$ cat config.mk
export PLATFORM = sky130hd
export DESIGN_NAME = nonce_dispatcher
export DESIGN_NICKNAME = d
export VERILOG_FILES = /design/src/rtl/nonce_dispatcher.sv
export SDC_FILE = /design/constraint.sdc
export NUM_CORES = 2
export LEC_CHECK = 0
export ABC_AREA = 1
export BUFFER_PORTS_ARGS = -buffer_cell sky130_fd_sc_hd__buf_2
export CAP_MARGIN = 40
export CORE_AREA = 2 2 536 538
export CTS_CLUSTER_DIAMETER = 100
export CTS_CLUSTER_SIZE = 8
export DETAILED_ROUTE_END_ITERATION = 10
export DIE_AREA = 0 0 538 540
export HOLD_SLACK_MARGIN = 0.02
export PLACE_DENSITY = 0.3
export SETUP_SLACK_MARGIN = 0.3
export SYNTH_ARGS = -nofsm -noshare
export SYNTH_HDL_FRONTEND = slang
export SYNTH_SLANG_ARGS = --single-unit
$ cat constraint.sdc
create_clock -name clock -period 5.6 [get_ports clock]
set_input_delay 1.68 -clock clock [delete_from_list [all_inputs] [get_ports clock]]
set_output_delay 1.68 -clock clock [all_outputs]
set_load 0.02 [all_outputs]
$ cat src/rtl/nonce_dispatcher.sv
// -----------------------------------------------------------------------------
// nonce_dispatcher
//
// Purpose:
//   Walks a nonce range for one mining job. Each attempt presents
//   {header template, nonce} to the miner and waits for the miner's verdict.
//   The walk ends on a hit, which gives a one-cycle found_valid pulse and
//   latches found_nonce. It also ends when the last nonce misses, which gives
//   a one-cycle exhausted pulse, or when the job is aborted, which returns to
//   IDLE silently. Nonces advance by NONCE_STEP and wrap mod 2^32, so a range
//   with start > end crosses 0xFFFFFFFF -> 0x00000000.
//
// Configuration:
//   HASH_COUNT_EN - when defined, hash_count counts accepted attempts for the
//                   current job. When undefined, hash_count is tied to zero
//                   and no counter logic is built.
//
// Ports:
//   clock        in   rising-edge clock
//   reset        in   synchronous, active-high reset
//   job_valid    in   new job offered
//   job_ready    out  job accepted this cycle if job_valid (IDLE only)
//   job_header   in   608-bit header template, nonce excluded
//   nonce_start  in   first nonce to try
//   nonce_end    in   last nonce to try, inclusive
//   abort        in   cancel the current job
//   hash_header  out  {template, current nonce} presented to the miner
//   hash_valid   out  hash_header is valid (ISSUE)
//   hash_ready   in   miner accepts hash_header
//   result_valid in   miner finished the accepted header
//   result_hit   in   finished hash met difficulty (qualified by result_valid)
//   found_valid  out  one-cycle winning-nonce pulse
//   found_nonce  out  winning nonce, held until the next job is accepted
//   exhausted    out  one-cycle range-done-without-hit pulse
//   busy         out  high in any state other than IDLE
//   hash_count   out  attempt counter (zero unless HASH_COUNT_EN)
// -----------------------------------------------------------------------------
module nonce_dispatcher #(
    parameter logic [31:0] NONCE_STEP = 32'd1
) (
    input  logic         clock,
    input  logic         reset,
    input  logic         job_valid,
    output logic         job_ready,
    input  logic [607:0] job_header,
    input  logic [31:0]  nonce_start,
    input  logic [31:0]  nonce_end,
    input  logic         abort,
    output logic [639:0] hash_header,
    output logic         hash_valid,
    input  logic         hash_ready,
    input  logic         result_valid,
    input  logic         result_hit,
    output logic         found_valid,
    output logic [31:0]  found_nonce,
    output logic         exhausted,
    output logic         busy,
    output logic [31:0]  hash_count
);

    typedef enum logic [1:0] {
        IDLE   = 2'd0,
        ISSUE  = 2'd1,
        WAIT   = 2'd2,
        REPORT = 2'd3
    } state_t;

    state_t         state_r;
    logic [607:0]   template_r;
    logic [31:0]    nonceCur_r;
    logic [31:0]    nonceEnd_r;
    logic [31:0]    foundNonce_r;
    logic           jobReady_r;
    logic           hashValid_r;
    logic           foundValid_r;
    logic           exhausted_r;
    logic           busy_r;

    // Job FSM with registered handshake/status outputs and per-job datapath
    always_ff @(posedge clock) begin
        if (reset) begin
            state_r      <= IDLE;
            template_r   <= 608'd0;
            nonceCur_r   <= 32'd0;
            nonceEnd_r   <= 32'd0;
            foundNonce_r <= 32'd0;
            jobReady_r   <= 1'b1;
            hashValid_r  <= 1'b0;
            foundValid_r <= 1'b0;
            exhausted_r  <= 1'b0;
            busy_r       <= 1'b0;
        end else begin
            // Pulses last exactly one cycle; they are only re-armed on entry to REPORT.
            foundValid_r <= 1'b0;
            exhausted_r  <= 1'b0;
            case (state_r)
                IDLE: begin
                    if (job_valid) begin
                        template_r   <= job_header;
                        nonceCur_r   <= nonce_start;
                        nonceEnd_r   <= nonce_end;
                        foundNonce_r <= 32'd0;
                        jobReady_r   <= 1'b0;
                        hashValid_r  <= 1'b1;
                        busy_r       <= 1'b1;
                        state_r      <= ISSUE;
                    end else begin
                        state_r      <= IDLE;
                    end
                end
                ISSUE: begin
                    if (abort) begin
                        hashValid_r <= 1'b0;
                        jobReady_r  <= 1'b1;
                        busy_r      <= 1'b0;
                        state_r     <= IDLE;
                    end else if (hash_ready) begin
                        hashValid_r <= 1'b0;
                        state_r     <= WAIT;
                    end else begin
                        state_r     <= ISSUE;
                    end
                end
                WAIT: begin
                    if (result_valid && result_hit) begin
                        // A hit outranks a coincident abort.
                        foundNonce_r <= nonceCur_r;
                        foundValid_r <= 1'b1;
                        state_r      <= REPORT;
                    end else if (result_valid && !abort && (nonceCur_r == nonceEnd_r)) begin
                        exhausted_r  <= 1'b1;
                        state_r      <= REPORT;
                    end else if (result_valid && !abort) begin
                        // Equality test against the end nonce makes wrapping ranges work.
                        nonceCur_r   <= nonceCur_r + NONCE_STEP;
                        hashValid_r  <= 1'b1;
                        state_r      <= ISSUE;
                    end else if (abort) begin
                        jobReady_r   <= 1'b1;
                        busy_r       <= 1'b0;
                        state_r      <= IDLE;
                    end else begin
                        state_r      <= WAIT;
                    end
                end
                REPORT: begin
                    jobReady_r <= 1'b1;
                    busy_r     <= 1'b0;
                    state_r    <= IDLE;
                end
                default: begin
                    jobReady_r  <= 1'b1;
                    hashValid_r <= 1'b0;
                    busy_r      <= 1'b0;
                    state_r     <= IDLE;
                end
            endcase
        end
    end

`ifdef HASH_COUNT_EN
    logic [31:0] hashCount_r;

    // Attempt counter: cleared on job accept, bumped on each ISSUE-to-WAIT handshake
    always_ff @(posedge clock) begin
        if (reset) begin
            hashCount_r <= 32'd0;
        end else if ((state_r == IDLE) && job_valid) begin
            hashCount_r <= 32'd0;
        end else if ((state_r == ISSUE) && hash_ready && !abort) begin
            hashCount_r <= hashCount_r + 32'd1;
        end else begin
            hashCount_r <= hashCount_r;
        end
    end

    assign hash_count = hashCount_r;
`else
    assign hash_count = 32'd0;
`endif

    assign job_ready   = jobReady_r;
    assign hash_valid  = hashValid_r;
    assign hash_header = {template_r, nonceCur_r};
    assign found_valid = foundValid_r;
    assign found_nonce = foundNonce_r;
    assign exhausted   = exhausted_r;
    assign busy        = busy_r;

endmodule

==> impl_metrics.csv <==
group,metric,value,unit
clock_network,cts_tree,"yes",
clock_network,tritoncts.num_buffers,113,
detailed_routing,route.detailed.drc,0,
detailed_routing,via_per_inst,3.44,
synthesis,synth_warnings,0,
setup_path,crit_path_end_kind,"output pin",
finish,nNetsFinal,5561,
detailed_routing,vias,30000,
sta,rsz_0062_raised_after_global_routing,"false",
power,leakagePower,18.8,nW
setup_path,worstSetupPathType,"flip-flop to output pin",
placement,placedCellCount,8524,
detailed_routing,wl_per_cell,25.9,um
grt,grt_usage,14.9,%
synthesis,post_synth_instance_area,26500,sq um
finish,final_cells,8704,
synthesis,avgSynthCellArea,7.41,sq um
grt,first_global_vias,29500,
floorplan,die_width,538,um
synthesis,syn_inst,3581,
synthesis,synth_enable_flop_cells,0,
finish,mostFrequentLayoutCells,"sky130_fd_sc_hd__buf_2 (1361), sky130_fd_sc_hd__nor2_1 (1351), sky130_fd_sc_hd__dfxtp_1 (711)",
sta,timing_worst_slew_pin_value,0.885,ns
run_status,run_status,"finished clean",
floorplan,die_height,540,um
power,power_per_cell_area,377,nW/um^2
clock_network,worst_setup_hold_path_clk_slew,0.05,ns
setup_path,critical_path_arrival,1.81,ns
finish,syn_to_final_growth,54.6,%
setup_path,worst_path_max_delay_cell,"sky130_fd_sc_hd__dfxtp_1",
detailed_routing,routed_wl,226000,um
synthesis,netlist_top_cells_area,"sky130_fd_sc_hd__dfxtp_1 (54%), sky130_fd_sc_hd__nor2_1 (19%), sky130_fd_sc_hd__o21ai_0 (13%)",
clock_network,clock-sinks,711,
setup_path,biggest_fanout_along_the_worst_timing_path,7,
grt,number_of_antenna_violations_at_the_first_check_in_global_routing,196,
clock_network,htree_levels,3,
sta,finalHoldViolCount,0,
clock_network,cts_root_buffer,"sky130_fd_sc_hd__clkbuf_16",
synthesis,share_of_the_yosys_chip_area_belonging_to_registers,53.6,%
synthesis,synth_largest_area_cell,"sky130_fd_sc_hd__dfxtp_1",
finish,num-fill-cells,33100,
setup_path,worst_path_largest_cell_delay,0.71,ns
grt,globalRouteMet1Util,18.7,%
clock_network,worstSkewPairLatency,0.84,ns
clock_network,cts.hold.buffers_added,0,
grt,globalRoute.totalOverflow,0,
floorplan,io_pins,1388,
grt,grt_util_met2,24.6,%
synthesis,postSynthRegisterBits,711,
sta,final_setup_violation_count,0,
clock_network,cts_buffer_depth,4,
setup_path,worstPathCellList,"buf_2",
power,ir_worst_vdd,197,uV
sta,skew,0.0407,ns
min_path,hold_class,"flip-flop to flip-flop",
sta,fin_tns_setup,0,ns
sta,final_period_minus_worst_setup_slack,3.49,ns
floorplan,initial_utilization,9.33,%
sta,final_period_utilization,62.3,%
grt,pin_count_of_the_biggest_net_entering_global_routing,102,
finish,post_route_cells_drive_above_1_share,32.5,%
synthesis,post_synth_num_cell_types,39,
floorplan,total_die_area,291000,sq um
sta,worst_slew_margin_rel,40.4,%
setup_path,cpLargestDelayFamily,"flip-flops",
placement,placement.io_buffers,1355,
setup_path,critical_path.n_buffers_inverters,1,
placement,globalplace.congestion,0.918,
placement,post-dp-hpwl,187000,um
detailed_routing,antenna_violating_nets_post_route,0,
grt,use_met3,4.73,%
grt,grt_first_pass_wirelength,291000,um
sta,timing_max_transition_violations_final,0,
floorplan,core_area,284000,sq um
setup_path,required,3.92,ns
clock_network,cts.repair.resized,0,
flow_run,cap_viol_max_count,0,
finish,most_common_library_cell_in_the_layout_ignoring_fill_and_taps,"sky130_fd_sc_hd__buf_2",
sta,max_freq,287,MHz
synthesis,async_reset_ff_share,0,%
setup_path,critical_path.startpoint_type,"flip-flop",
clock_network,post_cts.repair.setup_buffers,0,
grt,top_usage_layer,"met2",
detailed_routing,drt-pass1-iter-count,5,
synthesis,synth_largest_type_area_fraction,53.6,%
synthesis,synth_top_flop_cell,"sky130_fd_sc_hd__dfxtp_1",
floorplan,rows,196,
sta,fin_worst_hold_slack,0.473,ns
detailed_routing,detail_route.iter0.violations,1653,
-- synthesized netlist by cell type, types with 7 or more instances --
master	n
sky130_fd_sc_hd__buf_2	14
sky130_fd_sc_hd__inv_1	107
sky130_fd_sc_hd__nand2_1	252
sky130_fd_sc_hd__a21oi_1	62
sky130_fd_sc_hd__buf_1	22
sky130_fd_sc_hd__o21ai_0	684
sky130_fd_sc_hd__dfxtp_1	711
sky130_fd_sc_hd__nor2_2	7
sky130_fd_sc_hd__nor3_1	11
sky130_fd_sc_hd__buf_4	34
sky130_fd_sc_hd__nand3_1	31
sky130_fd_sc_hd__nand4_1	33
sky130_fd_sc_hd__xnor2_1	7
sky130_fd_sc_hd__nor2_1	1351
sky130_fd_sc_hd__clkbuf_1	203
-- power by group --
group / switching (mW) / internal [mW]
clock: 2.74 / 3.82
combinational: 2.14 / 0.871
sequential: 0.376 / 5.52
-- layer usage --
| layer | vias up | share of wire (%) | routed length, um |
|---|---|---|---|
| li1 | 14000 | - | - |
| met1 | 14000 | 42 | 95100 |
| met2 | 1460 | 46 | 103000 |
| met3 | 412 | 9.5 | 21500 |
| met4 | 68 | 2.6 | 5810 |
| met5 | - | 0.21 | 469 |
-- final timing paths --
kind / cells after the start / from / slack [ns] / end
max: 1 / nonceCur_r[4] / 2.11 / hash_header[4]
min: 2 / nonceEnd_r[3] / 0.47 / nonceEnd_r[3]
max reg2reg: 11 / state_r[0] / 2.62 / found_nonce[6]
min reg2reg: 2 / nonceEnd_r[3] / 0.47 / nonceEnd_r[3]
-- cell families (layout without fill, tap and decap cells) --
family          Yosys count  after routing  share of synthesized area [%]
xor+xnor                  8              8                          0.264
other cells               1             67                         0.0141
fa+ha+maj                 5              5                          0.236
simple gates           1699           1699                           25.0
mux                       1              1                         0.0377
flops                   711            711                           53.6
compound gates          765            765                           14.6
buf+inv                 391           1686                           6.21
-- cell type report --
cell class	instances	area, sq um	share of cell area, %
Antenna cell	35	87.6	0.213
Sequential cell	711	14200	34.7
Timing Repair Buffer	1428	7580	18.5
Multi-Input combinational cell	2510	10800	26.3
Clock inverter	21	272	0.662
Tap cell	3762	4710	11.5
Inverter	113	442	1.08
Clock buffer	124	2920	7.11
-- per-stage QoR --
step,worst slack [ns],util (%),power [mW],cell area [sq um]
after floorplan,2.73,-,7.36,26700
after global placement,1.55,13.2,9.10,37700
after detailed placement,1.62,13.3,9.11,37800
after CTS,1.99,14.4,15.9,40900
after global routing,2.01,14.4,16.3,41000
final,2.11,14.4,15.5,41000
-- registers in the layout (all words and copies together), names as in the netlist --
signal and flops:
busy 1, state_r 2, exhausted 1, found_nonce 32, hash_valid 1, nonceCur_r 32
template_r 608, job_ready 1, found_valid 1, nonceEnd_r 32
Note: power is estimated with default switching activity, not from simulation.
